===== src/rtl/mem_if_pkg.sv =====
// Memory-port handshake encodings shared between the request master and Nmemory.
package mem_if_pkg;

   localparam logic [2:0] MS_IDLE = 3'd0;
   localparam logic [2:0] MS_BUSY = 3'd1;
   localparam logic [2:0] MS_DONE = 3'd2;
   localparam logic [2:0] MS_ERR  = 3'd3;

   typedef enum logic [1:0] {
      ST_IDLE  = 2'd0,
      ST_ISSUE = 2'd1,
      ST_WAIT  = 2'd2,
      ST_RESP  = 2'd3
   } state_t;

endpackage


===== src/rtl/mem_req_master.sv =====
// CPU-side master for one Nmemory port: one access at a time, stalls the CPU until ack.
//
// state    | meaning
// ST_IDLE  | waiting for cpu_req; misaligned requests go straight to ST_RESP with err
// ST_ISSUE | strobe, address and write data presented; timeout counter cleared
// ST_WAIT  | strobe held until MS_DONE, MS_ERR or timeout
// ST_RESP  | one-cycle ack (with err if aborted), stall still high
module mem_req_master
   import mem_if_pkg::*;
#(
   parameter int TIMEOUT     = 16,
   parameter bit ALIGN_CHECK = 1'b1
) (
   input  logic        clk,
   input  logic        rst,
   input  logic        cpu_req,
   input  logic        cpu_we,
   input  logic [31:0] cpu_addr,
   input  logic [31:0] cpu_wdata,
   output logic [31:0] cpu_rdata,
   output logic        cpu_ack,
   output logic        cpu_err,
   output logic        stall,
   output logic        mem_read,
   output logic        mem_write,
   output logic [31:0] mem_addr,
   output logic [31:0] mem_wdata,
   input  logic [31:0] mem_rdata,
   input  logic [2:0]  mem_state
);

   localparam int            CW       = $clog2(TIMEOUT + 1);
   localparam logic [CW-1:0] CNT_LAST = CW'(TIMEOUT - 1);
   localparam logic [CW-1:0] CNT_MAX  = CW'(TIMEOUT);

   state_t        state;
   logic [CW-1:0] cnt;
   logic          we_q;

   // mem_addr/mem_wdata double as the latched request so the strobe is visible in ST_ISSUE
   always_ff @(posedge clk or posedge rst) begin
      if (rst) begin
         state     <= ST_IDLE;
         cnt       <= '0;
         we_q      <= 1'b0;
         cpu_rdata <= '0;
         cpu_ack   <= 1'b0;
         cpu_err   <= 1'b0;
         stall     <= 1'b0;
         mem_read  <= 1'b0;
         mem_write <= 1'b0;
         mem_addr  <= '0;
         mem_wdata <= '0;
      end else begin
         cpu_ack <= 1'b0;
         cpu_err <= 1'b0;
         case (state)
            ST_IDLE: begin
               if (cpu_req) begin
                  stall <= 1'b1;
                  if (ALIGN_CHECK && (cpu_addr[1:0] != 2'b00)) begin
                     cpu_ack <= 1'b1;
                     cpu_err <= 1'b1;
                     state   <= ST_RESP;
                  end else begin
                     we_q      <= cpu_we;
                     mem_addr  <= cpu_addr;
                     mem_wdata <= cpu_wdata;
                     mem_read  <= ~cpu_we;
                     mem_write <= cpu_we;
                     state     <= ST_ISSUE;
                  end
               end
            end
            ST_ISSUE: begin
               cnt   <= '0;
               state <= ST_WAIT;
            end
            ST_WAIT: begin
               if (cnt != CNT_MAX) cnt <= cnt + CW'(1);
               // DONE/ERR in the same cycle as the last count win over the timeout
               if (mem_state == MS_DONE) begin
                  if (!we_q) cpu_rdata <= mem_rdata;
                  mem_read  <= 1'b0;
                  mem_write <= 1'b0;
                  cpu_ack   <= 1'b1;
                  state     <= ST_RESP;
               end else if (mem_state == MS_ERR || cnt == CNT_LAST) begin
                  mem_read  <= 1'b0;
                  mem_write <= 1'b0;
                  cpu_ack   <= 1'b1;
                  cpu_err   <= 1'b1;
                  state     <= ST_RESP;
               end
            end
            ST_RESP: begin
               stall <= 1'b0;
               state <= ST_IDLE;
            end
            default: state <= ST_IDLE;
         endcase
      end
   end

endmodule


===== config.mk =====
export PLATFORM = sky130hd
export DESIGN_NAME = mem_req_master
export DESIGN_NICKNAME = d
export VERILOG_FILES = /design/src/rtl/mem_if_pkg.sv /design/src/rtl/mem_req_master.sv
export SDC_FILE = /design/constraint.sdc
export NUM_CORES = 1
export LEC_CHECK = 0
export BUFFER_PORTS_ARGS = -buffer_cell sky130_fd_sc_hd__buf_4
export CORE_MARGIN = 2
export CORE_UTILIZATION = 48
export CTS_BUF_LIST = sky130_fd_sc_hd__clkbuf_2
export CTS_CLUSTER_SIZE = 28
export DETAILED_ROUTE_END_ITERATION = 10
export HOLD_SLACK_MARGIN = 0.05
export PLACE_DENSITY = 0.81
export SYNTH_ARGS = -nofsm -noshare
export SYNTH_HDL_FRONTEND = slang
export SYNTH_SLANG_ARGS = --single-unit

===== constraint.sdc =====
create_clock -name clk -period 3.6 [get_ports clk]
set_clock_uncertainty 0.2 [all_clocks]
set_input_delay 0.18 -clock clk [delete_from_list [all_inputs] [get_ports clk]]
set_output_delay 0.18 -clock clk [all_outputs]
set_load 0.05 [all_outputs]

==> summary.md, run 1 <==
| Metric | Value |
|---|---|
| Initial Util | 0.497 |
| Clock Sinks | 109 |
| FP Rows | 34 |
| # port buffers | 203 |
| Warnings from Yosys | 0 |
| Placer Congestion | 0.855 |
| Die height | 99.2 um |
| Top FF cell, synth | dfrtp_1 |
| Log Error | [ERROR RSZ-0060] Max buffer count reached. |
| Failed at | clock tree synthesis |
| Hold Buf Count CTS | 146 |
| FFs w/ async S/R, synth | 1.00 |
| Library cells used by synthesis | 30 |
| Post-Syn Area | between 4000 and 5000 sq um |
| Average size of a mapped cell | 10.6 sq um |
| H-tree depth | 3 |
| Detail Placement HPWL | between 8000 and 9000 um |
| I/O pins | a little over 200 |
| Status | stopped before the end |
| CTS Buf Count | 9 |
| Post CTS Setup Buffer Count | 0 |
| Post-Syn Nets | 521 |
| #FFs+latches synth | 109 |
| CTS resizes | 0 |
| Placed insts | 708 |
| Seq/Total Area, Yosys | 0.627 |
| Post-Syn Instances | 410 |
| Die width | 99.2 um |
| Number of synthesized flops with an enable pin | 0 |
| Clock Path Buffers | 2 |
| CTS root buf | clkbuf_2 |
==> kinds of logic after synthesis <==
family / Yosys count / share of synthesized area
adders and majority gates: 8 / 0.0230
AOI/OAI and AO/OA: 13 / 0.0210
buffers and inverters: 28 / 0.0308
xor gates and xnor gates: 1 / 0.00201
muxes: 40 / 0.101
and+or+nand+nor: 211 / 0.195
DFF: 109 / 0.627
==> Yosys cell counts (3+ instances only) <==
| cell | count | share of area |
|---|---|---|
| nor2b_1 | 3 | 0.0043 |
| clkbuf_1 | 7 | 0.0060 |
| inv_1 | 9 | 0.0078 |
| mux2i_1 | 7 | 0.016 |
| mux2_2 | 31 | 0.080 |
| buf_6 | 3 | 0.0078 |
| nand2_1 | 195 | 0.17 |
| dfrtp_1 | 109 | 0.63 |
| ha_1 | 8 | 0.023 |
| buf_2 | 5 | 0.0057 |
| o21ai_0 | 3 | 0.0034 |
| buf_1 | 3 | 0.0026 |
| nand2b_1 | 3 | 0.0043 |
==> stage by stage <==
stage                     area [sq um]  hold WS, ns  setup slack (ns)
after floorplan                   4350       0.0854             0.346
after global placement            5990        0.171              1.27
after detailed placement          5990        0.174              1.20
==> inputs of run 2 (changes only) <==
--- a/config.mk
+++ b/config.mk
@@ -7,12 +7,9 @@
 export LEC_CHECK = 0
 export BUFFER_PORTS_ARGS = -buffer_cell sky130_fd_sc_hd__buf_4
 export CORE_MARGIN = 2
-export CORE_UTILIZATION = 48
-export CTS_BUF_LIST = sky130_fd_sc_hd__clkbuf_2
-export CTS_CLUSTER_SIZE = 28
+export CORE_UTILIZATION = 40
 export DETAILED_ROUTE_END_ITERATION = 10
-export HOLD_SLACK_MARGIN = 0.05
-export PLACE_DENSITY = 0.81
+export PLACE_DENSITY_LB_ADDON = 0.15
 export SYNTH_ARGS = -nofsm -noshare
 export SYNTH_HDL_FRONTEND = slang
 export SYNTH_SLANG_ARGS = --single-unit
==> run 2 against run 1 <==
- the flow now finishes without violations
- synthesized area stayed put
- synthesized cell count stayed put
==> summary.md, run 2 <==
| Metric | Value |
|---|---|
| FFs w/ async S/R, synth | 1.00 |
| Main area contributors after synthesis | dfrtp_1 (63%), nand2_1 (17%), mux2_2 (8.0%) |
| CTS root buf | clkbuf_8 |
| Crit path largest cell delay | between 0.4 and 0.5 ns |
| Fmax | 0.430 GHz |
| Worst setup EP type | flop |
| Seq/Total Area, Yosys | 0.627 |
| CTS resizes | 0 |
| Top FF cell, synth | dfrtp_1 |
| Clock Sinks | 109 |
| Share of post-route cells with drive strength above 1 | 0.363 |
| FP Rows | 38 |
| Number of synthesized flops with an enable pin | 0 |
| Post-Syn Instances | 410 |
| Routed Antenna Nets | 0 |
| Post CTS Setup Buffer Count | 0 |
| Final net count | 823 |
| Worst Setup Start Kind | flop |
| GRT Total Usage | 0.208 |
| Critical path type | flop to flop |
| RSZ-0062 raised after global routing | false |
| Vias per inst | 4.51 |
| Largest net degree at the start of global routing | 74 |
| Hold Buf Count CTS | 101 |
| Most frequent cell after synthesis | nand2_1 |
| Post-synth top area share | 0.627 |
| Fin crit period | ~2.3 ns |
| Clk_lat worst skew | 0.36 ns |
| Die height | around 110 um |
| DR pass1 iterations | 6 |
| Synth area leader | dfrtp_1 |
| Synth top cells by count | nand2_1 (195), dfrtp_1 (109), mux2_2 (31) |
| Library cells used by synthesis | 30 |
| Starting DRT DRC Count | 252 |
| Worst-path fanout max | 32 |
| Biggest regs | cpu_rdata x32, mem_addr x32, mem_wdata x32 |
| Setup TNS | 0 ns |
| WL final | roughly 12000 um |
| # port buffers | 203 |
| Core ar. | ~11000 sq um |
| WL per Instance | 14.4 um |
| Crit path arrival time | around 2.4 ns |
| Commonest non-fill, non-tap cells in the layout | buf_4 (208), nand2_1 (195), dfrtp_1 (109), dlygate4sd3_1 (101), mux2_2 (31) |
| Die width | 108 um |
| Grt ovf | 0 |
| Critical path origin | state[0] |
| First-pass GRT wire length | between 15000 and 20000 um |
| Placer Congestion | 0.750 |
| CP Data Required Time | 3.67 ns |
| Via count | around 3900 |
| Hold_sp | cpu_addr[0] |
| Max-cap viol count | 0 |
| Leading cell type in the layout, fill and taps excluded | buf_4 |
| Slowest CP cell | dfrtp_1 |
| Post-Syn Area | between 4000 and 5000 sq um |
| Slew Limit Headroom | 0.419 |
| Final hold violations | 0 |
| Power, Total | 6.93 mW |
| Average size of a mapped cell | 10.6 sq um |
| Antenna violations before repair | 0 |
| Hold Crit Class | input port to flop |
| Detail Placement HPWL | around 7900 um |
| Clock slew at reported path FFs | between 0.1 and 0.15 ns |
| Fin. max-slew vios | 0 |
| #FFs+latches synth | 109 |
| CTS Buf Count | 9 |
| H-tree depth | 3 |
| Worst vdd ir | 0.603 mV |
| Final Cycle Share | 0.646 |
| Full die area | roughly 12000 sq um |
| RR Startpoint | state[0] |
| Clock Path Buffers | 2 |
| Pleak | 3.82 nW |
| DRC Markers | 0 |
| I/O pins | 204 |
| Worst slew pin tran | 0.872 ns |
| Initial Util | 0.405 |
| Final setup vio count | 0 |
| Warnings from Yosys | 0 |
| Vias in the first global route | roughly 4000 |
| Status | complete, no violations |
| Post-Syn Nets | 521 |
| Crit-path cells | inv_1 > ha_1 > inv_2 > nor4_4 > buf_4 > mux2_2 |
| PD cells | between 900 and 1000 nW/um^2 |
| TritonCTS clock tree | built |
| P&R area growth vs syn | 66.6% |
[run 2: cell counts after synthesis]
Identical to the previous run, type by type.
[run 2: critical path, delay by kind of cell (launching register included)]
family | cells | cell delay, ns
adders and majority gates | 1 | 0.30
buffers and inverters | 3 | 0.64
DFF | 1 | 0.43
muxes | 1 | 0.39
and+or+nand+nor | 1 | 0.25
[run 2: path summary, 6_finish.rpt]
kind	end	slack [ns]	cells past startpoint
min reg2reg	mem_addr[27]	0.28	2
max	cpu_rdata[28]	1.27	6
min	state[1]	0.07	4
max in group asynchronous	mem_addr[19]	2.02	4
max reg2reg	cpu_rdata[28]	1.27	6
min in group asynchronous	cpu_rdata[27]	0.34	3
[run 2: power breakdown]
group          total [mW]  switching (mW)  internal [mW]  leakage, nW
logic                3.98            2.73           1.26         2.35
registers            2.16           0.347           1.81         1.37
clock network       0.793           0.452          0.341        0.109
total                6.93            3.53           3.41         3.82
[run 2: final cells by class]
type                       count  area (sq um)
tap                          140           175
clock buffer                   9           124
multi-input combinational    273          1520
fill                         824          3490
sequential                   109          2730
timing repair buffer         309          2570
clock inverter                 7          87.6
inverter                      10          40.0
antenna                        1          2.50
[run 2: cells by family after synthesis]
family,synth area share
buffers and inverters,0.0308
adder cells (fa/ha/maj),0.0230
multiplexers,0.101
AO/OA/AOI/OAI,0.0210
XOR/XNOR,0.00201
AND/OR/NAND/NOR,0.195
flip-flops,0.627
[run 2: metrics by stage]
stage / util / area (sq um) / hold WS [ns] / worst slack (ns) / std cells
global route: 0.675 / 7250 / 0.101 / 1.10 / 857
floorplan: - / 4350 / 0.0854 / 0.346 / 410
global placement: 0.561 / 6030 / 0.168 / 1.36 / 740
detailed placement: 0.561 / 6030 / 0.175 / 1.28 / 740
CTS: 0.675 / 7250 / 0.0549 / 1.27 / 857
finish: 0.675 / 7250 / 0.0683 / 1.27 / 858
[run 2: routing by layer]
layer	wire, um	GRT usage	part of all wire
met5	0	0	0
met4	332	0.0797	0.027
met3	707	0.0476	0.057
met2	6400	0.370	0.52
met1	4910	0.245	0.40
Power figures use the tool's default switching activity.
==> inputs of run 3 (changes only) <==
--- a/config.mk
+++ b/config.mk
@@ -5,6 +5,7 @@
 export SDC_FILE = /design/constraint.sdc
 export NUM_CORES = 1
 export LEC_CHECK = 0
+export ABC_AREA = 1
 export BUFFER_PORTS_ARGS = -buffer_cell sky130_fd_sc_hd__buf_4
 export CORE_MARGIN = 2
 export CORE_UTILIZATION = 40
==> constraint.sdc (replaced) <==
create_clock -name clk -period 1.94 [get_ports clk]
set_clock_uncertainty 0.2 [all_clocks]
set_input_delay 0.097 -clock clk [delete_from_list [all_inputs] [get_ports clk]]
set_output_delay 0.097 -clock clk [all_outputs]
set_load 0.05 [all_outputs]
==> run 3 against run 2 <==
- worst hold slack lost 0.066 ns
- critical endpoint is now mem_read
- synthesized area grew 3.7%
- critical path depth up 3
==> summary.md, run 3 <==
| Metric | Value |
|---|---|
| Status | complete, no violations |
| Grt ovf | 0 |
| Fmax | 0.570 GHz |
| Worst slew pin tran | 0.345 ns |
| Post-Syn Area | about 4500 sq um |
| P&R area growth vs syn | 65.2% |
| Die width | 110 um |
| #FFs+latches synth | 109 |
| Post CTS Setup Buffer Count | 0 |
| Post-Syn Instances | 509 |
| Library cells used by synthesis | 19 |
| Main area contributors after synthesis | dfrtp_1 (60%), nand2_1 (24%), nand3_1 (5.0%) |
| Average size of a mapped cell | 8.87 sq um |
| Fin. max-slew vios | 0 |
| Slowest CP cell | dfrtp_1 |
| Largest net degree at the start of global routing | 63 |
| Vias per inst | 4.63 |
| Worst R2R Path Depth | 9 |
| Final setup vio count | 0 |
| RSZ-0062 raised after global routing | false |
| Fill count | 820 |
| Final setup margin | 0.187 ns |
| FFs w/ async S/R, synth | 1.00 |
| Final net count | 919 |
| Clock Sinks | 109 |
| First-pass GRT wire length | 20800 um |
| Final Cycle Share | 0.904 |
| Post-Syn Nets | 620 |
| Clock Path Buffers | 2 |
| Worst setup path endpoint | mem_read |
| Pre-CTS setup slack | 0.200 ns |
| Synth area leader | dfrtp_1 |
| Share of post-route cells with drive strength above 1 | 0.287 |
| PD cells | 1720 nW/um^2 |
| Hold Path Stages | 6 |
| Warnings from Yosys | 0 |
| Top delay family on crit path | buffers and inverters |
| Hold Buf Count CTS | 101 |
| # port buffers | 203 |
| Biggest regs | cpu_rdata x32, mem_addr x32, mem_wdata x32 |
| Core ar. | 10900 sq um |
| Register area | roughly 2700 sq um |
| WL per Instance | 14.0 um |
| Setup TNS | 0 ns |
| Routed Antenna Nets | 0 |
| Critical path origin | state[1] |
| Worst vdd ir | 1.22 mV |
| Crit-path cells | inv_1 > ha_1 > nand2_1 > inv_2 > nand2_2 > buf_12 > nor2_1 > nand2_1 > nand2_1 |
| Antenna fix cells | 0 |
| GRT Total Usage | 0.219 |
| Vias in the first global route | between 4000 and 5000 |
| Antenna violations before repair | 0 |
| Pleak | 4.12 nW |
| Worst R2R End | mem_read |
| Via count | 4402 |
| Worst setup EP type | flop |
| Detail Placement HPWL | 8450 um |
| Placer Congestion | between 0.7 and 0.8 |
| Full die area | 12200 sq um |
| H-tree depth | 3 |
| Die height | 110 um |
| WP depth | 9 |
| CTS root buf | clkbuf_16 |
| Clock slew at reported path FFs | 0.07 ns |
| DR pass1 iterations | 4 |
| WL final | between 10000 and 15000 um |
| CTS Buf Count | 9 |
| Post-synth top area share | 0.604 |
| Worst Setup Start Kind | flop |
| Fin crit period | 1.75 ns |
| Worst-path fanout max | 62 |
| Number of synthesized flops with an enable pin | 0 |
| Seq/Total Area, Yosys | 0.604 |
| FP Rows | 38 |
| Area of the multi-input gates | 1520 sq um |
| R2R setup slack | 0.19 ns |
| Final hold violations | 0 |
| TritonCTS clock tree | built |
| Clk_lat worst skew | 0.34 ns |
| RR Startpoint | state[1] |
| Slew Limit Headroom | 0.769 |
| Max-cap viol count | 0 |
| Synth top cells by count | nand2_1 (285), dfrtp_1 (109), nand3_1 (45) |
| Hold Crit Class | input port to flop |
| Most used cell, CP | nand2_1 |
| Crit path buf inv count | 3 |
| Crit path largest cell delay | 0.42 ns |
| Initial Util | 0.413 |
| Crit path arrival time | 1.78 ns |
| Most frequent cell after synthesis | nand2_1 |
| CTS resizes | 0 |
| DRC Markers | 0 |
| Starting DRT DRC Count | ~260 |
| CP Data Required Time | 1.97 ns |
| Critical path type | flop to flop |
| Top FF cell, synth | dfrtp_1 |
| Leading cell type in the layout, fill and taps excluded | nand2_1 |
| I/O pins | between 200 and 250 |
| Commonest non-fill, non-tap cells in the layout | nand2_1 (284), buf_4 (206), dfrtp_1 (109), dlygate4sd3_1 (101), nand3_1 (45) |
==> run 3: cell types whose count changed in the layout (fill, tap and decap cells not counted), sizes merged, moves of 4 or more <==
cell    previous run  this run
clkbuf             9        13
mux2              33         0
mux2i              7         0
nand2            195       286
nand3              2        45
nor2               2        11
==> run 3: worst min-delay path by stage <==
stage                 startpoint  slack [ns]       endpoint
floorplan           cpu_addr[10]       0.007   mem_addr[10]
global placement             rst       -0.10  cpu_rdata[26]
detailed placement           rst       -0.11  cpu_rdata[24]
CTS                 mem_state[2]       0.009        cpu_ack
global route        mem_state[2]        0.06        cpu_ack
finish              mem_state[2]       0.002        cpu_ack
==> run 3: metrics by stage <==
stage                     instance area [sq um]  instances  power, mW   util  hold WS, ns
after detailed placement                   6140        836       10.8  0.562       -0.107
final                                      7460        951       12.8  0.682      0.00240
after global placement                     6140        836       10.7  0.562       -0.103
after CTS                                  7460        951       12.9  0.682      0.00910
after floorplan                            4520        509       8.57      -      0.00662
after global routing                       7460        951       13.6  0.682       0.0601
==> run 3: where the power goes <==
part	internal, mW	leakage (nW)	switching (mW)
combinational	2.10	2.59	4.96
clock	1.09	0.148	0.760
sequential	3.29	1.39	0.648
total	6.48	4.12	6.37
==> run 3: kinds of logic (layout without fill, tap and decap cells) <==
| kind of cell | after synthesis | in the layout | synth area share |
|---|---|---|---|
| AO/OA/AOI/OAI | 4 | 4 | 0.00443 |
| flip-flops | 109 | 109 | 0.604 |
| buffers and inverters | 42 | 344 | 0.0593 |
| adder cells (fa/ha/maj) | 8 | 8 | 0.0222 |
| AND/OR/NAND/NOR | 346 | 346 | 0.310 |
==> run 3: final cells by class <==
class	instances	share of cell area
Timing Repair Buffer	312	0.356
Inverter	18	0.00990
Multi-Input combinational cell	358	0.204
Tap cell	140	0.0235
Clock inverter	1	0.00403
Clock buffer	13	0.0362
Sequential cell	109	0.366
==> run 3: routing by layer <==
layer / global-route usage / vias to the layer above / share of wire
met5: 0 / - / 0
met4: 0.0875 / 0 / 0.022
met3: 0.0488 / 22 / 0.066
met2: 0.377 / 158 / 0.49
met1: 0.268 / 2066 / 0.42
li1: - / 2156 / -
==> run 3: worst min-delay path: stages <==
cell     delay, ns
buf_4         0.08
inv_1         0.03
nand2_1       0.12
nand2_1       0.06
nand2_1       0.06
nand2_1       0.05
==> inputs of run 4 (changes only) <==
--- a/config.mk
+++ b/config.mk
@@ -9,7 +9,9 @@
 export BUFFER_PORTS_ARGS = -buffer_cell sky130_fd_sc_hd__buf_4
 export CORE_MARGIN = 2
 export CORE_UTILIZATION = 40
+export CTS_BUF_LIST = sky130_fd_sc_hd__clkbuf_8
 export DETAILED_ROUTE_END_ITERATION = 10
+export GPL_TIMING_DRIVEN = 1
 export PLACE_DENSITY_LB_ADDON = 0.15
 export SYNTH_ARGS = -nofsm -noshare
 export SYNTH_HDL_FRONTEND = slang
==> run 4 against run 3 <==
- fmax shrank 2.7%
- count of clock-buffer cells in the layout is 1 lower
- global-route usage rose by 0.16 points
- register-to-register slack is essentially flat
- wire length up 0.38%
- sequential share of layout area up 0.40 points
- critical path type is now input port to flop
==> summary.md, run 4 (same netlist as run 3, synthesis figures left out) <==
| Metric | Value |
|---|---|
| Via count | 4428 |
| PD cells | 1680 nW/um^2 |
| Core ar. | 10900 sq um |
| R2R setup slack | roughly 0.18 ns |
| Worst R2R End | mem_read |
| Setup TNS | 0 ns |
| Status | complete, no violations |
| RSZ-0062 raised after global routing | false |
| Die width | 110 um |
| CTS resizes | 0 |
| CTS Buf Count | 9 |
| Max-cap viol count | 0 |
| Crit path arrival time | 1.90 ns |
| Pint | 6.07 mW |
| Starting DRT DRC Count | 263 |
| Detail Placement HPWL | 8450 um |
| CTS root buf | clkbuf_8 |
| Clock Path Buffers | 2 |
| Leading cell type in the layout, fill and taps excluded | nand2_1 |
| Worst Setup Start Kind | input port |
| Fmax | between 0.5 and 0.6 GHz |
| First-pass GRT wire length | 20900 um |
| Hold Crit Class | input port to asynchronous set/reset pin |
| Non-Filler Instances | ~950 |
| Design area | 7370 sq um |
| # port buffers | 203 |
| WHS | 0.0805 ns |
| Worst slew pin tran | ~0.34 ns |
| Vias in the first global route | 4445 |
| Antenna fix cells | 0 |
| GR met3 Demand/Resource | 0.0459 |
| Combinational fraction of design power | 0.570 |
| DRC Markers | 0 |
| I/O pins | slightly above 200 |
| Slew Limit Headroom | 0.771 |
| Busiest grt layer | met2 |
| H-tree depth | 3 |
| Worst vdd ir | 1.17 mV |
| Placed insts | 836 |
| Worst setup EP type | flop |
| Critical path type | input port to flop |
| Share of post-route cells with drive strength above 1 | 0.287 |
| GRT Total Usage | 0.221 |
| TritonCTS clock tree | built |
| Grt ovf | 0 |
| CP Data Required Time | 2.04 ns |
| Clock slew at reported path FFs | 0.09 ns |
| WL final | 13300 um |
| Commonest non-fill, non-tap cells in the layout | nand2_1 (284), buf_4 (206), dfrtp_1 (109), dlygate4sd3_1 (103), nand3_1 (45) |
| Vias per inst | 4.65 |
| Final setup vio count | 0 |
| Dpl cell area | about 6000 sq um |
| Fin. max-slew vios | 0 |
| Antenna violations before repair | 0 |
| Met2 Track Usage GR | 0.380 |
| GRT met1 Usage | 0.269 |
| P&R area growth vs syn | 63.4% |
| Final Cycle Share | 0.929 |
| Pleak | 4.09 nW |
| WL per Instance | roughly 14 um |
| Switching power | between 6 and 7 mW |
| Clk_lat worst skew | 0.35 ns |
| Worst R2R Path Depth | 9 |
| Power, Total | between 10 and 15 mW |
| Final hold violations | 0 |
| DR pass1 iterations | 4 |
| Full die area | 12200 sq um |
| Worst-path fanout max | 5 |
| Clock Sinks | 109 |
| Sw frac | 0.510 |
| Die height | 110 um |
| Fin crit period | approximately 1.8 ns |
| Routed Antenna Nets | 0 |
| Biggest regs | cpu_rdata x32, mem_addr x32, mem_wdata x32 |
| Final net count | about 920 |
| Initial Util | 0.413 |
| FP Rows | 38 |
| Largest net degree at the start of global routing | 63 |
| Fill count | 832 |
| Clock power share | 0.113 |
| RR Startpoint | state[1] |
| Placer Congestion | about 0.79 |
| Sequential Power Share | 0.317 |
==> run 4: changes by cell type in the layout (fill, tap and decap cells not counted), sizes merged <==
cell         change
inv              +1
dlygate4sd3      +2
clkbuf           -1
==> run 4: cell type report <==
class	instances	area (sq um)	share of cell area
inverters	18	73.8	0.0100
well taps	140	175	0.0238
flip-flops and latches	109	2730	0.370
clock inverters	2	33.8	0.00458
multi-input cells	358	1520	0.206
clock buffers	12	165	0.0224
repair buffers	314	2680	0.363
==> run 4: power by group through the flow <==
| stage | registers, mW | clock network [mW] | logic, mW |
|---|---|---|---|
| CTS | 3.92 | 1.44 | 7.08 |
| detailed placement | 3.93 | 0 | 6.92 |
| global placement | 3.90 | 0 | 6.82 |
| global route | 4.06 | 1.54 | 7.49 |
| finish | 3.93 | 1.39 | 7.06 |
| floorplan | 7.23 | 0 | 1.34 |
==> run 4: worst max-delay path by stage <==
stage                             from  slack (ns)            end
after CTS                     state[0]        0.18       mem_read
after detailed placement      state[1]        0.20       mem_read
after global routing          state[0]        0.01       mem_read
after global placement        state[0]        0.26       mem_read
after floorplan                    rst        0.33         cnt[0]
final                     mem_state[2]        0.14  cpu_rdata[30]
==> run 4: timing repair <==
| action | CTS | global route |
|---|---|---|
| endpoints found under the hold margin | 211 | 0 |
| setup endpoints to repair | 0 | 0 |
| buffers inserted | 0 | 0 |
| hold buffers | 103 | 0 |
==> run 4: stage by stage <==
step,utilization,worst slack [ns]
finish,0.674,0.138
CTS,0.674,0.176
floorplan,-,0.328
detailed placement,0.562,0.200
global placement,0.562,0.262
global route,0.674,0.0131
==> run 4: layer usage <==
metal	vias to the layer above	share of wire
met2	167	0.50
met4	0	0.024
li1	2161	-
met5	-	0
met3	26	0.068
met1	2074	0.41
==> run 4: critical path, cell delays in order <==
cell	delay [ns]
dlygate4sd3_1	0.55
buf_4	0.14
inv_1	0.04
nand2_1	0.10
nor2_4	0.18
dlygate4sd3_1	0.63
nand3_1	0.09
nand2_1	0.07
